File: src/rtl/cpu_fetch_ctrl.sv
// Fetch sequencer: walks pc over the instruction memory, captures each frame
// and issues its a/b/c/op fields downstream with a valid/ready handshake.
module cpu_fetch_ctrl #(
  parameter int ADDR_W   = 3,
  parameter int FRAME_W  = 13,
  parameter int PROG_LEN = 6
) (
  input  logic              clk,
  input  logic              rst_n,
  input  logic              start,
  input  logic              abort,
  output logic              mem_en,
  output logic [ADDR_W-1:0] mem_addr,
  input  logic [FRAME_W-1:0] mem_data,
  output logic [3:0]        a_out,
  output logic [3:0]        b_out,
  output logic              c_out,
  output logic [3:0]        op_out,
  output logic              instr_valid,
  input  logic              instr_ready,
  output logic [ADDR_W-1:0] pc,
  output logic              busy,
  output logic              done
);

  typedef enum logic [2:0] {
    S_IDLE,
    S_FETCH,
    S_CAPTURE,
    S_ISSUE,
    S_DONE
  } state_e;

  localparam logic [ADDR_W-1:0] LAST_PC = ADDR_W'(PROG_LEN - 1);

  state_e            state_q, state_d;
  logic [ADDR_W-1:0] pc_q, pc_d;
  logic [3:0]        a_q, b_q, op_q;
  logic              c_q;
  logic              cap;

  always_ff @(posedge clk or negedge rst_n) begin
    if (!rst_n) begin
      state_q <= S_IDLE;
      pc_q    <= '0;
    end else begin
      state_q <= state_d;
      pc_q    <= pc_d;
    end
  end

  // Field registers only move on the CAPTURE edge, so they hold through stalls
  // and keep their last values across an abort.
  always_ff @(posedge clk or negedge rst_n) begin
    if (!rst_n) begin
      a_q  <= '0;
      b_q  <= '0;
      c_q  <= 1'b0;
      op_q <= '0;
    end else if (cap) begin
      a_q  <= mem_data[12:9];
      b_q  <= mem_data[8:5];
      c_q  <= mem_data[4];
      op_q <= mem_data[3:0];
    end
  end

  always_comb begin
    state_d = state_q;
    pc_d    = pc_q;
    cap     = 1'b0;
    case (state_q)
      S_IDLE: begin
        pc_d = '0;
        if (start && !abort) state_d = S_FETCH;
      end
      S_FETCH:   state_d = S_CAPTURE;
      S_CAPTURE: begin
        cap     = 1'b1;
        state_d = S_ISSUE;
      end
      S_ISSUE: begin
        if (instr_ready) begin
          if (pc_q == LAST_PC) begin
            state_d = S_DONE;
          end else begin
            pc_d    = pc_q + ADDR_W'(1);
            state_d = S_FETCH;
          end
        end
      end
      S_DONE: begin
        pc_d    = '0;
        state_d = S_IDLE;
      end
      default: begin
        pc_d    = '0;
        state_d = S_IDLE;
      end
    endcase
    // Abort wins over acceptance and over a pending capture.
    if (abort && state_q != S_IDLE) begin
      state_d = S_IDLE;
      pc_d    = '0;
      cap     = 1'b0;
    end
  end

  assign mem_en      = (state_q == S_FETCH);
  assign instr_valid = (state_q == S_ISSUE);
  assign busy        = (state_q != S_IDLE);
  assign done        = (state_q == S_DONE);
  assign mem_addr    = pc_q;
  assign pc          = pc_q;
  assign a_out       = a_q;
  assign b_out       = b_q;
  assign c_out       = c_q;
  assign op_out      = op_q;

endmodule

File: config.mk
export PLATFORM = sky130hd
export DESIGN_NAME = cpu_fetch_ctrl
export DESIGN_NICKNAME = d
export VERILOG_FILES = /design/src/rtl/cpu_fetch_ctrl.sv
export SDC_FILE = /design/constraint.sdc
export NUM_CORES = 1
export LEC_CHECK = 0
export CORE_ASPECT_RATIO = 0.75
export CORE_MARGIN = 5
export CORE_UTILIZATION = 43
export CTS_BUF_LIST = sky130_fd_sc_hd__clkbuf_8
export DETAILED_ROUTE_END_ITERATION = 7
export PLACE_DENSITY_LB_ADDON = 0.2
export SYNTH_ARGS = -nofsm -noshare
export SYNTH_HDL_FRONTEND = slang
export SYNTH_SLANG_ARGS = --single-unit
File: constraint.sdc
create_clock -name clk -period 2.01 [get_ports clk]
set_input_delay 0.201 -clock clk [delete_from_list [all_inputs] [get_ports clk]]
set_output_delay 0.201 -clock clk [all_outputs]
set_load 0.01 [all_outputs]
==> results of run 1 <==
registers in the layout, summed over array words and instances, names as in the netlist:
name      flops
a_out         4
op_out        4
b_out         4
state_q       3
mem_addr      3
c_out         1
final timing paths:
kind	from	end	slack, ns	cells past startpoint
max in group asynchronous	rst_n	state_q[1]	1.53	2
worst min register to register	op_out[2]	op_out[2]	0.51	1
worst max register to register	state_q[0]	a_out[0]	0.50	3
worst max-delay path	state_q[0]	done	0.03	3
worst min-delay path	rst_n	b_out[3]	0.27	2
min in group clk	op_out[2]	op_out[2]	0.51	1
layout make-up:
class,count,share of cell area
sequential,19,0.344
clock inverter,1,0.00271
clock buffer,3,0.0298
timing repair buffer,42,0.300
inverter,3,0.00814
multi-input combinational,47,0.293
tap,24,0.0217
metrics by stage:
stage          TNS [ns]  power, uW  utilization
6_report              0       1700        0.675
5_1_grt        -0.00401       1820        0.675
4_1_cts               0       1720        0.675
3_5_place_dp          0       1460        0.653
3_3_place_gp          0       1430        0.653
2_1_floorplan         0       1040            -
where the power goes:
| part | internal (uW) | total, uW | leakage, uW | switching, uW |
|---|---|---|---|---|
| clock | 135 | 252 | 0.0000269 | 117 |
| combinational | 495 | 791 | 0.000299 | 296 |
| sequential | 538 | 660 | 0.000234 | 122 |
metal layers:
| layer | wire length [um] | GRT usage | vias to the layer above |
|---|---|---|---|
| li1 | - | - | 347 |
| met3 | 140 | 0.0647 | 2 |
| met4 | 10 | 0.0346 | 0 |
| met5 | 0 | 0 | - |
| met2 | 1100 | 0.242 | 24 |
| met1 | 959 | 0.176 | 357 |
kinds of logic after synthesis:
group                      count (synthesis)  synth area share
buffers and inverters                      9            0.0651
DFF                                       19             0.505
AOI/OAI and AO/OA                         10            0.0837
muxes                                     14             0.166
adders and majority gates                  2            0.0266
and+or+nand+nor                           21             0.154
worst reg2reg max path: cells and delay by family (launching register included):
kind / cells / cell delay [ns]
flops: 1 / 0.50
mux: 1 / 0.37
simple gates: 1 / 0.28
buf+inv: 1 / 0.25
Yosys cell counts (2+ instances only):
library cell   n  share of area
and2_1         2          0.013
nor2_1         3          0.012
inv_1          3          0.012
buf_6          2          0.024
dfrtp_1       19           0.50
a21oi_1        2          0.011
a32oi_1        2          0.019
or2_2          2          0.013
nand2_1        3          0.012
mux2_2        13           0.16
buf_4          3          0.024
and3_1         2          0.013
ha_1           2          0.027
==> summary.txt, run 1 <==
CTS
  – Clock buffer count from CTS: 3
  – Maximum buffer depth of the clock tree: 2
  – Number of buffers inserted by hold repair at cts: 0
  – Worst skew pair latency: between 0.2 and 0.3 ns
  – CTS tree: built
  – Clock tree sinks: 19
  – Resized cells post-CTS: 0
  – # Post-CTS Setup Buffers: 0
  – CTS Root Buffer Type: clkbuf_8
  – Clock edge transition at the registers on the reported setup and hold paths: 0.07 ns
  – Number of H-tree levels: 1

Detailed routing
  – Via density: roughly 5.3
  – Detailed router's first-iteration violation count: 32
  – Number of nets with antenna violations after detailed routing: 0
  – TritonRoute pass-1 iters: 4
  – Wire per inst: between 15 and 20 um
  – Number of vias after detailed routing: 730
  – Final routed wirelength across all metal layers: approximately 2200 um
  – Number of remaining DRC errors: 0

Final layout
  – Diode count: 0
  – Register Area: 477 um2
  – Most common cell after layout, fill and taps aside: clkdlybuf4s50_1
  – Commonest cells after routing, fill and taps aside: clkdlybuf4s50_1, dfrtp_1, mux2_2, inv_1
  – Number of nets in the final layout: about 140
  – Cell Count, Final, Fillers Out: 139
  – Multi-input gate area in the final layout: just over 400 um2
  – Synth-to-layout area growth: 46.9%
  – Post-layout instance area: 1380 um2
  – Number of fillers in the final layout: around 160
  – Fraction of final layout cells sized beyond drive strength 1: 0.209

Floorplanning
  – Initial core utilization: 0.460
  – Die height: about 51 um
  – Boundary Pins: between 40 and 50
  – DIE AREA: approximately 3200 um2
  – DIE WIDTH: 64.1 um
  – Core region area: just over 2000 um2
  – Number of rows in the core area: 14

Timing
  – Final setup margin: 0.0323 ns
  – Rel. slew slack: 0.774
  – Count of final hold-check violations: 0
  – Setup-failing EPs final: 0
  – Setup skew after layout: 0.00267 ns
  – Fmax: slightly above 500 MHz
  – Final worst path period share: 0.984
  – Worst Hold Slack: between 0.2 and 0.3 ns
  – Worst-Margin Slew: 0.338 ns
  – Final critical delay including setup and external delays: approximately 2 ns
  – Max-slew violation total from the final report: 0

Synth
  – Portion of the post-synthesis area used by sequential elements: 0.505
  – Mean instance size in the synthesized netlist: between 10 and 15 um2
  – Yosys warns: 0
  – Net count after synthesis: 95
  – Number of cells produced by synthesis: 75
  – Number of storage elements in the synthesis netlist: 19
  – Total standard cell area after synthesis: between 900 and 1000 um2
  – Leading register cell type out of synthesis: dfrtp_1
  – Fraction of registers with async set/reset: 1.00
  – Number of synthesized flops with an enable pin: 0
  – Synth unique cells: 30

Critical path
  – Data required time at the worst endpoint: approximately 1.8 ns
  – Crit path launch type: register
  – Crit path cell chain: or2_2, nor2_1, clkdlybuf4s50_1
  – CP max FO: 10
  – Buffering stage count on the worst path with inverters included: 1
  – Sort of element at the end of the critical path: output port
  – Max stage delay on crit path: around 0.55 ns
  – Top delay family on crit path: buffers and inverters
  – CP max stage cell: clkdlybuf4s50_1
  – Worst Setup Path Type: reg2out
  – Crit path arrival time: 1.78 ns

Job
  – Maximum capacitance violations: 0

Placed design
  – Worst slack at placement: 0.278 ns
  – DP Cell Count: roughly 140
  – Global placer's final weighted congestion: between 0.7 and 0.8
  – Number of I/O port buffers: 40
  – Post-DP Area: roughly 1300 um2
  – Final HPWL from detailed placement: between 1500 and 2000 um

Min path
  – Type of the most critical hold path: in2async

Global routing
  – GRT Total Usage: 0.147
  – Largest net degree at the start of global routing: 20
  – Wire length of the first global-routing pass: between 3000 and 4000 um
  – Vias in the first global route: 775
  – Total global routing overflow: 0
  – Number of antenna violations at the first check in global routing: 0

Power
  – Highest ir drop seen on vdd: about 1.2 mV
  – Static Leakage: approximately 0.00056 uW
  – Power per unit of standard cell area: 1230 nW/um2

Status
  – Outcome: finished, final reports clean
(Power assumes the default switching activity.)
==> inputs of run 2 (changes only) <==
--- a/config.mk
+++ b/config.mk
@@ -12,4 +12,6 @@
 export DETAILED_ROUTE_END_ITERATION = 7
 export PLACE_DENSITY_LB_ADDON = 0.2
+export RECOVER_POWER = 50
+export SKIP_CTS_REPAIR_TIMING = 1
 export SYNTH_ARGS = -nofsm -noshare
 export SYNTH_HDL_FRONTEND = slang
==> constraint.sdc (replaced) <==
create_clock -name clk -period 2.01 [get_ports clk]
set_input_delay 0.5025 -clock clk [delete_from_list [all_inputs] [get_ports clk]]
set_output_delay 0.5025 -clock clk [all_outputs]
set_load 0.01 [all_outputs]
==> summary.txt, run 2 (synthesized netlist as in run 1, its figures left out) <==
Critical path
  – CP max stage cell: dlygate4sd3_1
  – Max stage delay on crit path: 0.65 ns (+0.10 ns)
  – Count of cells along the worst register-to-register path: 4 (+1)
  – Destination of the critical timing path: mem_addr[1]
  – R2R Setup Slk: 0.45 ns (-0.05 ns)
  – Crit path cell chain: dlygate4sd3_1, or2_2, o311ai_2, o22ai_1
  – Worst Setup Path Type: in2reg
  – Critical Path Start: abort
  – CP max FO: 7 (-3)
  – Crit path arrival time: 1.96 ns (+0.18 ns)
  – Launch point of the worst reg-to-reg path: state_q[0]
  – Data required time at the worst endpoint: 2.13 ns (+0.32 ns)
  – Sort of element at the end of the critical path: register
  – Crit path launch type: primary input
  – RR Endpoint: b_out[0]

Final layout
  – Synth-to-layout area growth: 53.1%
  – Diode count: 0 (unchanged)
  – Number of nets in the final layout: 140 (+2.9%)
  – Most common cell after layout, fill and taps aside: clkdlybuf4s50_1
  – Post-layout instance area: 1440 um2 (+4.2%)
  – Commonest cells after routing, fill and taps aside: clkdlybuf4s50_1, dfrtp_1, mux2_2, dlygate4sd3_1
  – Cell Count, Final, Fillers Out: 143 (+2.9%)
  – Final core utilization: 0.704 (+0.0287)
  – Fraction of final layout cells sized beyond drive strength 1: 0.244 (+0.0350)

Timing
  – Final worst path period share: 0.914 (-0.0702)
  – Rel. slew slack: 0.356 (-0.418)
  – Unrepaired setup endpoints after global routing: false
  – Count of final hold-check violations: 0 (unchanged)
  – Max-slew violation total from the final report: 0 (unchanged)
  – Worst-Margin Slew: 0.965 ns (+0.627 ns)
  – Setup-failing EPs final: 0 (unchanged)
  – Final TNS setup: 0 ns (unchanged)
  – Worst Hold Slack: 0.499 ns (+0.225 ns)
  – Setup skew after layout: 0.00412 ns (+0.00145 ns)
  – Fmax: 544 MHz (+7.7%)
  – Final critical delay including setup and external delays: 1.84 ns (-0.141 ns)

Floorplanning
  – Number of rows in the core area: 14 (unchanged)
  – Initial core utilization: 0.460 (unchanged)
  – DIE AREA: 3240 um2 (unchanged)
  – Boundary Pins: 41 (unchanged)
  – DIE WIDTH: 64.1 um (unchanged)
  – Die height: 50.5 um (unchanged)
  – Core region area: 2050 um2 (unchanged)

CTS
  – Clock buffer count from CTS: 3 (unchanged)
  – Number of H-tree levels: 1 (unchanged)
  – Clock edge transition at the registers on the reported setup and hold paths: 0.07 ns (about the same)
  – Maximum buffer depth of the clock tree: 2 (unchanged)
  – Worst skew pair latency: 0.25 ns (about the same)
  – CTS tree: built
  – Clock tree sinks: 19 (unchanged)
  – CTS Root Buffer Type: clkbuf_8

Detailed routing
  – Final routed wirelength across all metal layers: 2010 um (-9.4%)
  – Number of remaining DRC errors: 0 (unchanged)
  – Number of nets with antenna violations after detailed routing: 0 (unchanged)
  – Via density: 5.19 (-1.2%)
  – TritonRoute pass-1 iters: 4 (unchanged)
  – Number of vias after detailed routing: 742 (+1.6%)
  – Wire per inst: 14.0 um (-12%)
  – Detailed router's first-iteration violation count: 19 (-41%)

Placed design
  – Final HPWL from detailed placement: 1540 um (-8.7%)
  – Post-DP Area: 1370 um2 (+2.1%)
  – Number of I/O port buffers: 40 (unchanged)
  – Global placer's final weighted congestion: 0.725 (-0.71%)
  – DP Cell Count: 137 (+1.5%)

Global routing
  – Total global routing overflow: 0 (unchanged)
  – Wire length of the first global-routing pass: 3390 um (-7.3%)
  – GRT Total Usage: 0.133 (-0.0139)
  – Grt met1 use: 0.160 (-0.0160)
  – Routing usage on met3: 0.0603 (-0.00446)
  – Vias in the first global route: 780 (+0.65%)
  – Largest net degree at the start of global routing: 20 (unchanged)
  – Routing usage on met2: 0.212 (-0.0301)
  – Number of antenna violations at the first check in global routing: 0 (unchanged)
  – Most heavily used metal layer in global routing: met2

Power
  – Switching part of the total: 0.310 (-0.00398)
  – Total net switching power: 526 uW (-1.7%)
  – Highest ir drop seen on vdd: 0.976 mV (-15%)
  – Power per unit of standard cell area: 1180 nW/um2 (-4.5%)
  – Proportion of power drawn by the clock network: 0.149 (about the same)
  – Cell-internal power: 1170 uW (+0.17%)
  – Static Leakage: 0.000643 uW (+15%)
  – Comb power frac: 0.481 (+0.016)
  – Seq pwr share: 0.370 (-0.017)

Min path
  – Type of the most critical hold path: reg2reg
  – Worst hold path cell count: 1

Status
  – Outcome: finished, final reports clean

Job
  – Maximum capacitance violations: 0 (unchanged)
[run 2: cell types whose count changed in the layout (fill, tap and decap cells not counted), sizes merged]
| cell | previous run | this run |
|---|---|---|
| dlymetal6s2s | 0 | 4 |
| clkdlybuf4s50 | 40 | 27 |
| inv | 4 | 3 |
| clkbuf | 3 | 4 |
| dlygate4sd3 | 0 | 9 |
| clkinv | 0 | 1 |
| buf | 2 | 5 |
[run 2: worst min path at each step]
stage | from | end | slack [ns]
floorplan | rst_n | a_out[0] | 0.21
global placement | b_out[1] | b_out[1] | 0.49
detailed placement | b_out[1] | b_out[1] | 0.49
CTS | b_out[1] | b_out[1] | 0.51
global route | b_out[1] | b_out[1] | 0.52
finish | b_out[1] | b_out[1] | 0.50
[run 2: critical path: cells and delay by family]
| kind | cells | cell delay [ns] |
|---|---|---|
| buffers and inverters | 1 | 0.65 |
| AND/OR/NAND/NOR | 1 | 0.35 |
| AO/OA/AOI/OAI | 2 | 0.46 |
[run 2: cell type report]
cell class	count	area (um2)
Clock buffer	3	41.3
Clock inverter	1	5.00
Fill cell	160	607
Inverter	3	11.3
Multi-Input combinational cell	47	413
Sequential cell	19	478
Tap cell	24	30.0
Timing Repair Buffer	46	464
[run 2: routing by layer]
metal	share of wire	routed length (um)	vias up
met4	0.0090	18	0
met1	0.42	847	361
li1	-	-	352
met3	0.084	169	4
met5	0	0	-
met2	0.48	970	25
[run 2: per-stage QoR]
stage          setup WS [ns]  total power [uW]
6_report               0.173              1700
5_1_grt                0.127              1820
4_1_cts               -0.167              1750
3_5_place_dp         0.00708              1480
3_3_place_gp          0.0100              1460
2_1_floorplan          0.511              1040
[run 2: power groups by stage]
stage | Sequential (uW) | Combinational, uW | Clock, uW
after floorplan | 684 | 354 | 0
after global placement | 623 | 838 | 0
after detailed placement | 635 | 847 | 0
after CTS | 627 | 854 | 269
after global routing | 649 | 882 | 288
final | 628 | 815 | 253
==> inputs of run 3 (changes only) <==
- CORE_ASPECT_RATIO: 0.75 -> not set
==> summary.txt, run 3 (synthesized netlist as in run 1, its figures left out) <==
Timing
  – Setup skew after layout: 0.00237 ns (-0.00175 ns)
  – Setup-failing EPs final: 0 (unchanged)
  – Max-slew violation total from the final report: 0 (unchanged)
  – Fmax: 516 MHz (-5.2%)
  – Unrepaired setup endpoints after global routing: false
  – Rel. slew slack: 0.354 (-0.00223)
  – Final TNS setup: 0 ns (unchanged)
  – Count of final hold-check violations: 0 (unchanged)
  – Worst-Margin Slew: 0.969 ns (+0.00335 ns)
  – Final critical delay including setup and external delays: 1.94 ns (+0.101 ns)
  – Final worst path period share: 0.964 (+0.0503)

Critical path
  – R2R Setup Slk: 0.46 ns (about the same)
  – Worst Setup Path Type: reg2out
  – Crit path cell chain: nor2_2, nand2_1, clkdlybuf4s50_1
  – Max stage delay on crit path: 0.47 ns (-0.18 ns)
  – CP max FO: 6 (-1)
  – Crit path arrival time: 1.44 ns (-0.52 ns)
  – Data required time at the worst endpoint: 1.51 ns (-0.62 ns)
  – Sort of element at the end of the critical path: output port
  – Crit path launch type: register
  – CP max stage cell: clkdlybuf4s50_1
  – Buffering stage count on the worst path with inverters included: 1 (unchanged)
  – Top delay family on crit path: buffers and inverters

Power
  – Highest ir drop seen on vdd: 0.753 mV (-23%)
  – Power per unit of standard cell area: 1180 nW/um2 (+0.58%)
  – Proportion of power drawn by the clock network: 0.156 (+0.007)
  – Static Leakage: 0.000612 uW (-4.8%)
  – Comb power frac: 0.474 (-0.007)
  – Switching part of the total: 0.313 (+0.00273)
  – Cell-internal power: 1160 uW (-0.51%)
  – Seq pwr share: 0.370 (about the same)
  – Total net switching power: 530 uW (+0.77%)

Final layout
  – Number of nets in the final layout: 140 (unchanged)
  – Diode count: 0 (unchanged)
  – Multi-input gate area in the final layout: 408 um2 (-1.2%)
  – Synth-to-layout area growth: 52.1%
  – Most common cell after layout, fill and taps aside: clkdlybuf4s50_1
  – Final core utilization: 0.667 (-0.0370)
  – Register Area: 478 um2 (unchanged)
  – Number of fillers in the final layout: 170 (+6.3%)
  – Fraction of final layout cells sized beyond drive strength 1: 0.235 (-0.00840)
  – Cell Count, Final, Fillers Out: 147 (+2.8%)
  – Commonest cells after routing, fill and taps aside: clkdlybuf4s50_1, dfrtp_1, mux2_2, dlygate4sd3_1, inv_1

Floorplanning
  – DIE AREA: 3230 um2 (-0.30%)
  – DIE WIDTH: 56.8 um (-11%)
  – Core region area: 2150 um2 (+4.8%)
  – Number of rows in the core area: 17 (+3)
  – Initial core utilization: 0.439 (-0.0212)
  – Die height: 56.8 um (+12%)
  – Boundary Pins: 41 (unchanged)

CTS
  – CTS tree: built
  – Clock tree sinks: 19 (unchanged)
  – Number of H-tree levels: 1 (unchanged)
  – Clock edge transition at the registers on the reported setup and hold paths: 0.07 ns (about the same)
  – Clock buffer count from CTS: 3 (unchanged)
  – Worst skew pair latency: 0.26 ns (about the same)
  – CTS Root Buffer Type: clkbuf_8
  – Maximum buffer depth of the clock tree: 2 (unchanged)

Detailed routing
  – Final routed wirelength across all metal layers: 2100 um (+4.6%)
  – TritonRoute pass-1 iters: 4 (unchanged)
  – Number of vias after detailed routing: 746 (+0.54%)
  – Via density: 5.07 (-2.2%)
  – Detailed router's first-iteration violation count: 13 (-6)
  – Number of nets with antenna violations after detailed routing: 0 (unchanged)
  – Number of remaining DRC errors: 0 (unchanged)
  – Wire per inst: 14.3 um (+1.7%)

Placed design
  – Global placer's final weighted congestion: 0.891 (+23%)
  – DP Cell Count: 142 (+3.6%)
  – Final HPWL from detailed placement: 1590 um (+3.7%)
  – Number of I/O port buffers: 40 (unchanged)

Global routing
  – Largest net degree at the start of global routing: 20 (unchanged)
  – Total global routing overflow: 0 (unchanged)
  – Number of antenna violations at the first check in global routing: 0 (unchanged)
  – Wire length of the first global-routing pass: 3550 um (+4.7%)
  – Vias in the first global route: 778 (-0.26%)
  – GRT Total Usage: 0.144 (+0.0110)

Job
  – Maximum capacitance violations: 0 (unchanged)

Status
  – Outcome: finished, final reports clean

Min path
  – Type of the most critical hold path: reg2reg
run 3: cell types whose count changed in the layout (fill, tap and decap cells not counted), sizes merged:
cell | before | now
clkinv | 1 | 0
clkbuf | 4 | 5
dlymetal6s2s | 4 | 2
clkdlybuf4s25 | 0 | 1
inv | 3 | 4
dlygate4sd3 | 9 | 10
buf | 5 | 4
run 3: through the flow:
step | setup slack [ns] | area, um2 | power, uW | hold slack (ns)
6_report | 0.0724 | 1430 | 1690 | 0.502
5_1_grt | 0.0128 | 1430 | 1800 | 0.529
2_1_floorplan | 0.511 | 942 | 1040 | 0.207
3_3_place_gp | 0.0764 | 1380 | 1460 | 0.489
4_1_cts | -0.165 | 1420 | 1750 | 0.511
3_5_place_dp | 0.0621 | 1380 | 1480 | 0.494
run 3: layer usage:
layer,routed length [um],track usage
met1,832,0.159
met2,1120,0.246
met3,107,0.0460
met4,34,0.0695
met5,0,0
run 3: area by class of cell:
cell class                      count  share of cell area
Sequential cell                    19               0.334
Timing Repair Buffer               46               0.318
Multi-Input combinational cell     47               0.285
Clock buffer                        3              0.0288
Tap cell                           28              0.0245
Inverter                            3             0.00786
Clock inverter                      1             0.00262
run 3: power by group through the flow:
stage	logic [uW]	clock network [uW]	registers [uW]
2_1_floorplan	354	0	684
3_3_place_gp	830	0	628
3_5_place_dp	847	0	638
4_1_cts	850	273	629
5_1_grt	862	289	653
6_report	803	265	627
run 3: final timing paths:
path	start	endpoint	depth (start not counted)
max	state_q[0]	busy	3
min	op_out[2]	op_out[2]	1
max reg2reg	state_q[0]	a_out[2]	4
min reg2reg	op_out[2]	op_out[2]	1
max in group asynchronous	rst_n	state_q[2]	2
min in group asynchronous	rst_n	b_out[1]	2
